[src/rtl/rng_pkg.sv]
// Shared types and default coefficients for the linear congruential random generator.
package rng_pkg;

   typedef logic [31:0] rng_word_t;

   // Numerical Recipes coefficients; the increment is odd, giving full 2^32 period.
   localparam rng_word_t LCG_MULT_DEFAULT = 32'd1664525;
   localparam rng_word_t LCG_INC_DEFAULT  = 32'd1013904223;

endpackage : rng_pkg

[src/rtl/lcg_step.sv]
// Combinational single LCG step: next = state*MULT + INC, truncated to 32 bits.
module lcg_step
   import rng_pkg::*;
#(
   parameter rng_word_t MULT = LCG_MULT_DEFAULT,
   parameter rng_word_t INC  = LCG_INC_DEFAULT
) (
   input  rng_word_t state_i,
   output rng_word_t next_o
);

   rng_word_t product_s;

   // Only the low word of the product and sum is kept, so both wrap mod 2^32.
   always_comb begin
      product_s = state_i * MULT;
      next_o    = product_s + INC;
   end

endmodule : lcg_step

[src/rtl/linear_rng_gen.sv]
// 32-bit LCG random source: registered state, async reset, synchronous reseed.
module linear_rng_gen
   import rng_pkg::*;
#(
   parameter rng_word_t MULT       = LCG_MULT_DEFAULT,
   parameter rng_word_t INC        = LCG_INC_DEFAULT,
   parameter rng_word_t RESET_SEED = 32'h0000_0000
) (
   input  logic        clock,
   input  logic        reset,
   input  logic [31:0] initialSeed,
   input  logic        loadSeed,
   output logic [31:0] random
);

   rng_word_t state_q;
   rng_word_t state_d;
   rng_word_t step_s;

   lcg_step #(
      .MULT (MULT),
      .INC  (INC)
   ) u_lcg_step (
      .state_i (state_q),
      .next_o  (step_s)
   );

   // Reseed has priority over the step; the step is suppressed on a load edge.
   always_comb begin
      state_d = state_q;
      if (loadSeed == 1'b1) begin
         state_d = initialSeed;
      end else begin
         state_d = step_s;
      end
   end

   // State register, forced to the reset seed asynchronously.
   always_ff @(posedge clock or negedge reset) begin
      if (!reset) begin
         state_q <= RESET_SEED;
      end else begin
         state_q <= state_d;
      end
   end

   assign random = state_q;

endmodule : linear_rng_gen

[config.mk]
export PLATFORM = sky130hd
export DESIGN_NAME = linear_rng_gen
export DESIGN_NICKNAME = d
export VERILOG_FILES = /design/src/rtl/rng_pkg.sv /design/src/rtl/lcg_step.sv /design/src/rtl/linear_rng_gen.sv
export SDC_FILE = /design/constraint.sdc
export NUM_CORES = 1
export LEC_CHECK = 0
export CAP_MARGIN = 20
export CORE_ASPECT_RATIO = 0.8
export CORE_UTILIZATION = 45
export DETAILED_ROUTE_END_ITERATION = 12
export HOLD_SLACK_MARGIN = 0.06
export MAX_ROUTING_LAYER = met4
export PLACE_DENSITY_LB_ADDON = 0.12
export SLEW_MARGIN = 0
export SYNTH_ARGS = -nofsm -noshare
export SYNTH_HDL_FRONTEND = slang
export SYNTH_SLANG_ARGS = --single-unit
[constraint.sdc]
create_clock -name clock -period 5.75 [get_ports clock]
set_input_delay 1.725 -clock clock [delete_from_list [all_inputs] [get_ports clock]]
set_output_delay 1.725 -clock clock [all_outputs]
set_load 0.1 [all_outputs]
Word-level counts from Yosys, hierarchy flattened
Cells that the tools add are included.
{"block": "word_totals", "ff_bits": 32, "memories": 0, "ramBits": 0, "inputBits": 35, "out_inout_bits": 32, "elab_cells": 4, "mem_bits_ro": 0, "latchBits": 0}
{"block": "classes", "order_cmp": 0, "div_mod_pow": 0, "multipliers": 1, "n_mux": 1, "bitwise_logic": 0, "reduce_logical": 0, "eq_ne": 0, "shifts": 0, "addsub": 1}
{"op": "adder 32 x 30 -> 32 bit (second input constant)", "n": 1}
{"op": "multiplier 32 x 21 -> 32 bit (second input constant)", "n": 1}
{"op": "2-to-1 mux 32 bit", "n": 1}

Depth between registers and ports, before layout
Gate-level depths: netlist (run 1).
{"block": "depth", "ltp_word": 3, "mapped_depth": 23, "mapped_depth_nobuf": 23}

Modules after synthesis
A second synthesis (run 1) with hierarchy kept.
{"block": "unflattened", "cells_unflattened": 826, "area_unflattened_um2": 8410.6}
{"module": "lcg_step", "area_each_um2": 7065.5, "instances": 1, "seq_area_each_um2": 0.0, "cells_each": 758}
{"module": "linear_rng_gen", "area_each_um2": 1345.0, "instances": 1, "seq_area_each_um2": 800.8, "cells_each": 68}

Worst setup path before layout (run 1)
OpenSTA, ideal clock, no wires.
{"block": "synth_timing", "path_kind": "register to register", "from": "reg state_q[1] (netlist: random[1])", "to": "reg state_q[28] (netlist: random[28])", "setup_time_ps": 69, "synth_period_minus_slack_ps": 6511, "t_arrival_ps": 6442, "n_path_buf": 0, "path_stages_with_launch": 23, "t_required_ps": 5681, "path_slack_ps": -761, "path_cell_list": "dfrtp_1 inv_1 ha_1 xnor2_1 ha_1 fa_1 inv_1 fa_1 inv_1 fa_1 fa_1 inv_1 fa_1 inv_1 ha_1 a21oi_1 o21ai_1 a31oi_1 o21bai_1 a21o_1 a31o_1 or4b_1 nand3_1"}
{"block": "synth_via", "elab_chain_cells": 3}
{"element": "start, declared", "line_no": "linear_rng_gen.sv:16", "source": "rng_word_t state_q;"}
{"element": "start signal, assigned", "line_no": "linear_rng_gen.sv:43", "source": "state_q <= state_d;"}
{"element": "multiplier 32 x 21 -> 32 bit", "line_no": "lcg_step.sv:16", "source": "product_s = state_i * MULT;"}
{"element": "adder 32 x 30 -> 32 bit", "line_no": "lcg_step.sv:17", "source": "next_o = product_s + INC;"}
{"element": "2-to-1 mux 32 bit", "line_no": "linear_rng_gen.sv:31", "source": "if (loadSeed == 1'b1) begin"}
{"element": "net state_d[28]", "line_no": "linear_rng_gen.sv:17", "source": "rng_word_t state_d;"}
The timed path passes the listed nets, and every way through them passes these cells.

Final worst setup path (run 1)
{"block": "layout_timing", "from": "reg state_q[3] (netlist: random[3])", "to": "reg state_q[28] (netlist: random[28])"}
Same word-level chain as after synthesis.

==> results of run 1 <==
[cell usage after synthesis (5+ instances only)]
| master | n |
|---|---|
| dfrtp_1 | 32 |
| nand2b_1 | 6 |
| xnor2_1 | 30 |
| fa_1 | 137 |
| o21ai_0 | 26 |
| a21oi_1 | 19 |
| nor2_1 | 14 |
| a211oi_1 | 6 |
| nand2_1 | 40 |
| inv_1 | 259 |
| clkbuf_1 | 9 |
| o21ai_1 | 13 |
| nor3_1 | 5 |
| xor2_1 | 16 |
| a21o_1 | 11 |
| ha_1 | 160 |
[how the worst min path moves through the flow]
stage,end,cells after the start
final,random[0],1
after global routing,random[0],1
after CTS,random[0],1
after detailed placement,random[0],1
after global placement,random[0],1
after floorplan,random[0],1
[logic make-up (layout without fill, tap and decap cells)]
group / count (synthesis) / after routing
AOI/OAI and AO/OA: 102 / 102
xor gates and xnor gates: 46 / 46
adders and majority gates: 297 / 297
buffers and inverters: 268 / 384
DFF: 32 / 32
muxes: 5 / 5
and+or+nand+nor: 90 / 90
[layout by cell type, fill, tap and decap left out, types with 16 or more instances in the layout]
cell	n
clkdlybuf4s50_1	65
dfrtp_1	19
fa_1	134
inv_1	253
buf_4	50
ha_1	149
o21ai_0	25
xnor2_1	30
xor2_1	16
nand2_1	40
[worst max-delay path: cells and delay by family, from the launching register on]
family,cells,cell delay (ns)
buf+inv,4,0.19
fa+ha+maj,8,3.50
compound gates,5,0.80
flops,1,0.45
simple gates,3,0.68
[metrics by stage]
stage	setup TNS [ns]	setup WS [ns]	util, %
6_report	0	0.0548	55.9
5_1_grt	-0.134	-0.0675	55.9
4_1_cts	0	0.0106	55.0
3_5_place_dp	-0.00617	-0.00617	53.9
3_3_place_gp	0	0.0372	53.9
2_1_floorplan	-0.00964	-0.00964	-
[layer usage]
metal / track usage (%) / up-vias
met3: 5.37 / 12
met2: 32.2 / 154
met4: 3.76 / 0
li1: - / 2815
met5: - / -
met1: 40.5 / 2813
[layout make-up]
cell class / count / share of cell area (%)
clock inverter: 2 / 0.359
inverter: 259 / 10.1
multi-input combinational: 540 / 66.1
clock buffer: 6 / 1.32
tap: 225 / 2.88
timing repair buffer: 117 / 10.7
sequential: 32 / 8.59
[repair_timing]
item / in CTS / in global routing
setup endpoints to repair: 1 / 6
setup buffers: 0 / 2
resized for setup: 3 / 28
endpoints found under the hold margin: 0 / 0
pin swaps: 0 / 8
==> impl_metrics.yaml, run 1 <==
run_status:
  status: "complete, but fails checks"
  violations: "design-rule violations"
final_layout:
  nets: 1287
  n_antenna_cell: 0
  multi_input_area_um2: 6460
  fill_cells: 1581
  register_area_um2: 840
  stdcell_area_um2: 9770
  fin_cells: 1181
  syn_to_final_growth_pct: 20.6
  layout-drive-gt1-share_pct: 11.6
  largest_reg_flops: 32
grt:
  grt_use_total_pct: 25.4
  grt_pass1_vias: 5924
  grt_max_degree: 61
  grt_pass1_wl_um: 33300
  grt_overflow_total: 0
  antenna_found_initial: 3
route:
  wl_per_cell_um: 18.0
  vias: 5794
  drt_pass1_iterations: 9
  vias_per_cell: 4.91
  wl_met2_um: 8070
  drt_iter0_markers: 381
  top_layer_used: "met4"
  ant_nets: 0
  finalWirelength_um: 21300
  drc: 4
  dr_wl_met3_um: 1640
  m1WireLength_um: 11400
synthesis:
  synth-edff-count: 0
  synth-simple-area-share_pct: 5.50
  synth_ff_type: "dfrtp_1"
  synth-async-reset-ratio_pct: 100
  synth_compound_area_share_pct: 8.00
  ys_seq_area_share_pct: 9.88
  synth_nets: 1172
  yosys_warnings: 0
  synth_cell_type_count: 47
  synth_area_leaders: "fa_1 (34%), ha_1 (25%), inv_1 (12%), dfrtp_1 (9.9%), xnor2_1 (3.2%)"
  synthCells: 840
  synth_area_per_cell_um2: 9.65
  synthXorXnorAreaFrac_pct: 4.97
  ys_ff_latch: 32
  muxShareOfSynthArea_pct: 0.679
  netlist_area_um2: 8100
  synth_top_family_by_area: "adder cells"
  synth_adder_area_share_pct: 58.6
  yosysTopAreaCellShare_pct: 33.8
  synth_area_leader_cell: "fa_1"
die:
  ios: 67
  dieArea_um2: 18600
  start_util_pct: 46.3
  row_count: 43
  coreArea_um2: 17500
  fp.dieH_um: 122
  die_w_um: 152
critical_path:
  slowest_stage: "fa_2"
  startpoint: "random[3]"
  ff2ff_path_depth: 20
  cp_max_fo: 4
  arrival_ns: 5.92
  r2r-end: "random[28]"
  cp_slowest_stage_delay_ns: 0.60
  start_kind: "flip-flop"
  crit_top_cell: "fa_1"
  r2r_start: "random[3]"
  crit_chain: "inv_2, ha_4, inv_2, fa_1, fa_1, fa_1, inv_1, fa_1, inv_2, fa_2, fa_2, ha_4, a21oi_2, nand2b_1, a31oi_4, o21bai_2, a21o_1, a31o_1, or4b_1, nand3_1"
  cp_data_required_time_ns: 5.98
  cp-endpoint: "random[28]"
  cp-end-kind: "flip-flop"
  r2r_slack_ns: 0.05
  critical_path_class: "reg2reg"
clock_tree:
  cts_max_level: 2
  clock_latency_ns: 0.30
  clk_pin_slew_ns: 0.06
  clock_path_buffers: 2
  ctsHoldBuffers: 0
  ctsRootBufferMaster: "clkbuf_16"
  cts.sinks: 32
  numCtsBuffers: 5
  cts_tree: "done"
timing:
  fmax_mhz: 176
  hold_viol_final: 0
  drv_slew: 0
  min_period_over_period_pct: 99.0
  grt_setup_unrepaired: "yes"
  fin_hold_ws_ns: 0.591
  relSlewSlack_pct: 33.0
  setup-violations-final: 0
  fin_crit_ns: 5.70
  worst_clock_skew_ns: 0.00931
  worstMarginPinSlew_ns: 1.00
placed_design:
  port_buffers: 66
  dpl_cell_area_um2: 9430
  dpl.cell_count: 1171
  place_hpwl_um: 19100
  globalplace.congestion: 0.966
min_path:
  hold_class: "reg2reg"
  min_from: "random[0]"
flow_run:
  cap_violations: 0
Power of run 1 is left out: the tool's default activity adds up to more than one toggle a clock period on the data nets, which glitch-free logic cannot reach.
==> run 2: changes to the inputs <==
- CAP_MARGIN: 20 -> default
- clock period: 5.75 -> 6.4 ns (I/O delays scaled with it)
==> run 2 against run 1 <==
Net effect:
- the run still ends with design-rule violations left
- first-iteration DRC count shrank 29%
- worst hold slack better by 0.29 ns
- critical path depth is the same
- fmax down 7.0%
- non-clock buffer count shrank 42
- critical endpoint unchanged
- highest routed layer unchanged
==> impl_metrics.yaml, run 2 (synthesis results as in run 1) <==
run_status:
  status: "complete, but fails checks"
  violations: "design-rule violations"
flow_run:
  cap_violations: 0
die:
  ios: 67
  dieArea_um2: 18600
  coreArea_um2: 17500
  fp.dieH_um: 122
  die_w_um: 152
  row_count: 43
  start_util_pct: 46.3
min_path:
  whs_endpoint: "random[0]"
  whs_path_depth: 1
  hold_class: "reg2reg"
  min_from: "random[0]"
placed_design:
  place_hpwl_um: 18600
  globalplace.congestion: 0.913
  port_buffers: 66
timing:
  setup-violations-final: 0
  fin_hold_ws_ns: 0.878
  hold_viol_final: 0
  worst_clock_skew_ns: 0.0112
  fmax_mhz: 163
  fin_crit_ns: 6.13
  min_period_over_period_pct: 95.7
  worstMarginPinSlew_ns: 0.982
  drv_slew: 0
  relSlewSlack_pct: 34.3
  setup_tns_ns: 0
  grt_setup_unrepaired: "no"
route:
  drt_pass1_iterations: 8
  drt_iter0_markers: 272
  ant_nets: 0
  wl_per_cell_um: 18.2
  finalWirelength_um: 20700
  drc: 5
  vias: 5640
  vias_per_cell: 4.95
critical_path:
  r2r_slack_ns: 0.27
  critical_path_class: "reg2reg"
  cp_data_required_time_ns: 6.63
  r2r-end: "random[28]"
  r2r_start: "random[0]"
  start_kind: "flip-flop"
  ff2ff_path_depth: 20
  cp-end-kind: "flip-flop"
  cp_max_fo: 11
  arrival_ns: 6.36
clock_tree:
  clk_pin_slew_ns: 0.06
  clock_latency_ns: 0.30
  numCtsBuffers: 5
  clock_path_buffers: 2
  cts_tree: "done"
  ctsHoldBuffers: 0
  cts.sinks: 32
  cts_setup_buffers: 0
  ctsRootBufferMaster: "clkbuf_16"
  cts_max_level: 2
  ctsResizeCount: 0
final_layout:
  n_antenna_cell: 0
  layout_commonest_cell: "inv_1"
  layout-drive-gt1-share_pct: 3.28
  largest_reg_flops: 32
  fill_cells: 1657
  nets: 1245
  syn_to_final_growth_pct: 14.0
  register_area_um2: 803
  multi_input_area_um2: 6300
  final_cell_mix: "inv_1 (259), ha_1 (160), fa_1 (137)"
grt:
  grt_use_met3_pct: 5.34
  grt_max_degree: 62
  grt.busiest_layer: "met1"
  grt_pass1_vias: 5872
  grt_pass1_wl_um: 33500
  antenna_found_initial: 0
  met2_usage_pct: 31.9
  grt_overflow_total: 0
  grt_use_total_pct: 25.3
  grt_use_met1_pct: 40.0
## run 2: how the worst max path moves through the flow
stage / from / slack (ns) / end
2_1_floorplan: random[8] / 0.1 / random[28]
3_3_place_gp: random[0] / 0.39 / random[28]
3_5_place_dp: random[0] / 0.32 / random[28]
4_1_cts: random[0] / 0.31 / random[28]
5_1_grt: random[0] / 0.02 / random[28]
6_report: random[0] / 0.27 / random[28]
## run 2: stage by stage
stage	setup slack, ns	utilization [%]	cell area (µm²)	instances
finish	0.274	52.8	9240	1139
global route	0.0238	52.8	9240	1139
CTS	0.312	52.8	9240	1139
detailed placement	0.319	51.9	9080	1131
global placement	0.394	51.9	9080	1131
floorplan	0.0958	-	8110	840
## run 2: worst max-delay path, stage by stage (launching register included)
cell	delay, ns
dfrtp_1	0.64
ha_1	0.34
xor2_1	0.36
xor2_1	0.29
fa_1	0.46
inv_1	0.08
fa_1	0.43
fa_1	0.40
fa_1	0.51
inv_1	0.05
fa_1	0.48
inv_1	0.05
ha_1	0.37
a21oi_1	0.26
o21ai_1	0.10
a31oi_1	0.18
o21bai_1	0.13
a21o_1	0.19
a31o_1	0.20
or4b_1	0.47
nand3_1	0.09
## run 2: per-layer routing
layer,routed length [µm],vias to the layer above,share of wire (%)
li1,-,2733,-
met1,11300,2746,54
met2,7760,142,37
met3,1420,19,6.8
met4,248,0,1.2
met5,0,-,0
## run 2: layout make-up
type	instances	share of cell area [%]
multi-input combinational	540	68.1
inverter	259	10.5
sequential	32	8.69
timing repair buffer	75	7.83
tap	225	3.05
clock buffer	6	1.39
clock inverter	2	0.379
Power of run 2 is left out for the same reason.
==> run 3: changes to the inputs <==
- DONT_BUFFER_PORTS: default -> 1
- SLEW_MARGIN: 0 -> default
==> run 3 against run 2 <==
Net effect:
- the flow still finishes with violations (design-rule violations)
- count of clock-buffer cells in the layout shrank 1
- sequential share of layout area increased by 0.49 points
- fmax increased by 2.5%
- sequential cell count unchanged
- highest routed layer unchanged
==> impl_metrics.yaml, run 3 (synthesis results as in run 1) <==
run_status:
  status: "complete, but fails checks"
  violations: "design-rule violations"
route:
  finalWirelength_um: 21000
  drt_iter0_markers: 329
  vias_per_cell: 5.07
  ant_nets: 0
  drc: 4
  vias: 5557
  drt_pass1_iterations: 9
  wl_per_cell_um: 19.1
die:
  coreArea_um2: 17500
  die_w_um: 152
  row_count: 43
  dieArea_um2: 18600
  start_util_pct: 46.3
  ios: 67
  fp.dieH_um: 122
placed_design:
  place_hpwl_um: 19300
  port_buffers: 0
  globalplace.congestion: 0.940
final_layout:
  layout_commonest_cell: "inv_1"
  largest_reg_flops: 32
  layout-drive-gt1-share_pct: 6.19
  syn_to_final_growth_pct: 7.98
  n_antenna_cell: 0
  nets: 1203
  final_cell_mix: "inv_1 (259), ha_1 (160), fa_1 (137)"
clock_tree:
  ctsRootBufferMaster: "clkbuf_16"
  cts.sinks: 32
  clock_path_buffers: 2
  cts_tree: "done"
  numCtsBuffers: 5
  ctsResizeCount: 0
  clock_latency_ns: 0.29
  cts_max_level: 2
  clk_pin_slew_ns: 0.06
  cts_setup_buffers: 0
  ctsHoldBuffers: 0
critical_path:
  cp_max_fo: 8
  ff2ff_path_depth: 17
  start_kind: "flip-flop"
  startpoint: "random[14]"
  r2r-end: "random[30]"
  cp-endpoint: "random[30]"
  arrival_ns: 6.19
  r2r_start: "random[14]"
  cp-end-kind: "flip-flop"
  cp_data_required_time_ns: 6.62
  critical_path_class: "reg2reg"
  r2r_slack_ns: 0.42
timing:
  setup-violations-final: 0
  min_period_over_period_pct: 93.4
  setup_tns_ns: 0
  drv_slew: 0
  worst_clock_skew_ns: 0.00618
  grt_setup_unrepaired: "no"
  hold_viol_final: 0
  worstMarginPinSlew_ns: 1.00
  fmax_mhz: 167
  relSlewSlack_pct: 33.2
  fin_crit_ns: 5.98
min_path:
  hold_class: "reg2reg"
grt:
  grt_use_total_pct: 25.3
  antenna_found_initial: 1
  grt_max_degree: 62
  grt_pass1_wl_um: 33500
  grt_overflow_total: 0
  grt_pass1_vias: 5978
flow_run:
  cap_violations: 0
==> run 3: how the worst min path moves through the flow <==
stage / slack (ns) / start / endpoint / depth (start not counted)
after floorplan: 1.14 / random[0] / random[0] / 1
after global placement: 1.0 / random[0] / random[0] / 2
after detailed placement: 0.99 / random[0] / random[0] / 2
after CTS: 1.01 / random[0] / random[0] / 2
after global routing: 1.05 / random[0] / random[0] / 2
final: 1.01 / random[0] / random[0] / 2
==> run 3: routing by layer <==
layer,track usage [%],vias to the layer above,wire length (µm)
met5,-,-,0
met4,4.97,0,218
met2,33.3,141,8150
met1,38.3,2754,11100
li1,-,2649,-
met3,6.62,13,1500
==> run 3: cell type report <==
cell class	instances	area, µm²
fill	1681	8740
multi-input combinational	540	6300
inverter	259	972
sequential	32	803
tap	225	282
timing repair buffer	33	248
clock buffer	5	125
clock inverter	3	23.8
==> run 3: through the flow <==
step | setup slack [ns] | area [µm²] | util [%] | hold slack (ns) | instances
global route | 0.154 | 8750 | 50.0 | 1.05 | 1097
floorplan | 0.0958 | 8110 | - | 1.14 | 840
finish | 0.422 | 8750 | 50.0 | 1.01 | 1097
global placement | 0.505 | 8600 | 49.2 | 0.997 | 1089
CTS | 0.436 | 8750 | 50.0 | 1.01 | 1097
detailed placement | 0.446 | 8600 | 49.2 | 0.994 | 1089
==> run 3: worst max-delay path, stage by stage, from the launching register on <==
cell     delay [ns]
dfrtp_1        0.57
buf_4          0.38
ha_1           0.33
ha_1           0.29
inv_1          0.05
fa_1           0.46
fa_1           0.48
fa_1           0.49
inv_1          0.05
fa_1           0.57
fa_1           0.45
ha_1           0.40
a21o_1         0.23
a21oi_1        0.26
nor2b_1        0.12
or3_1          0.37
o31a_1         0.24
a21oi_1        0.13
Power of run 3 is left out for the same reason.
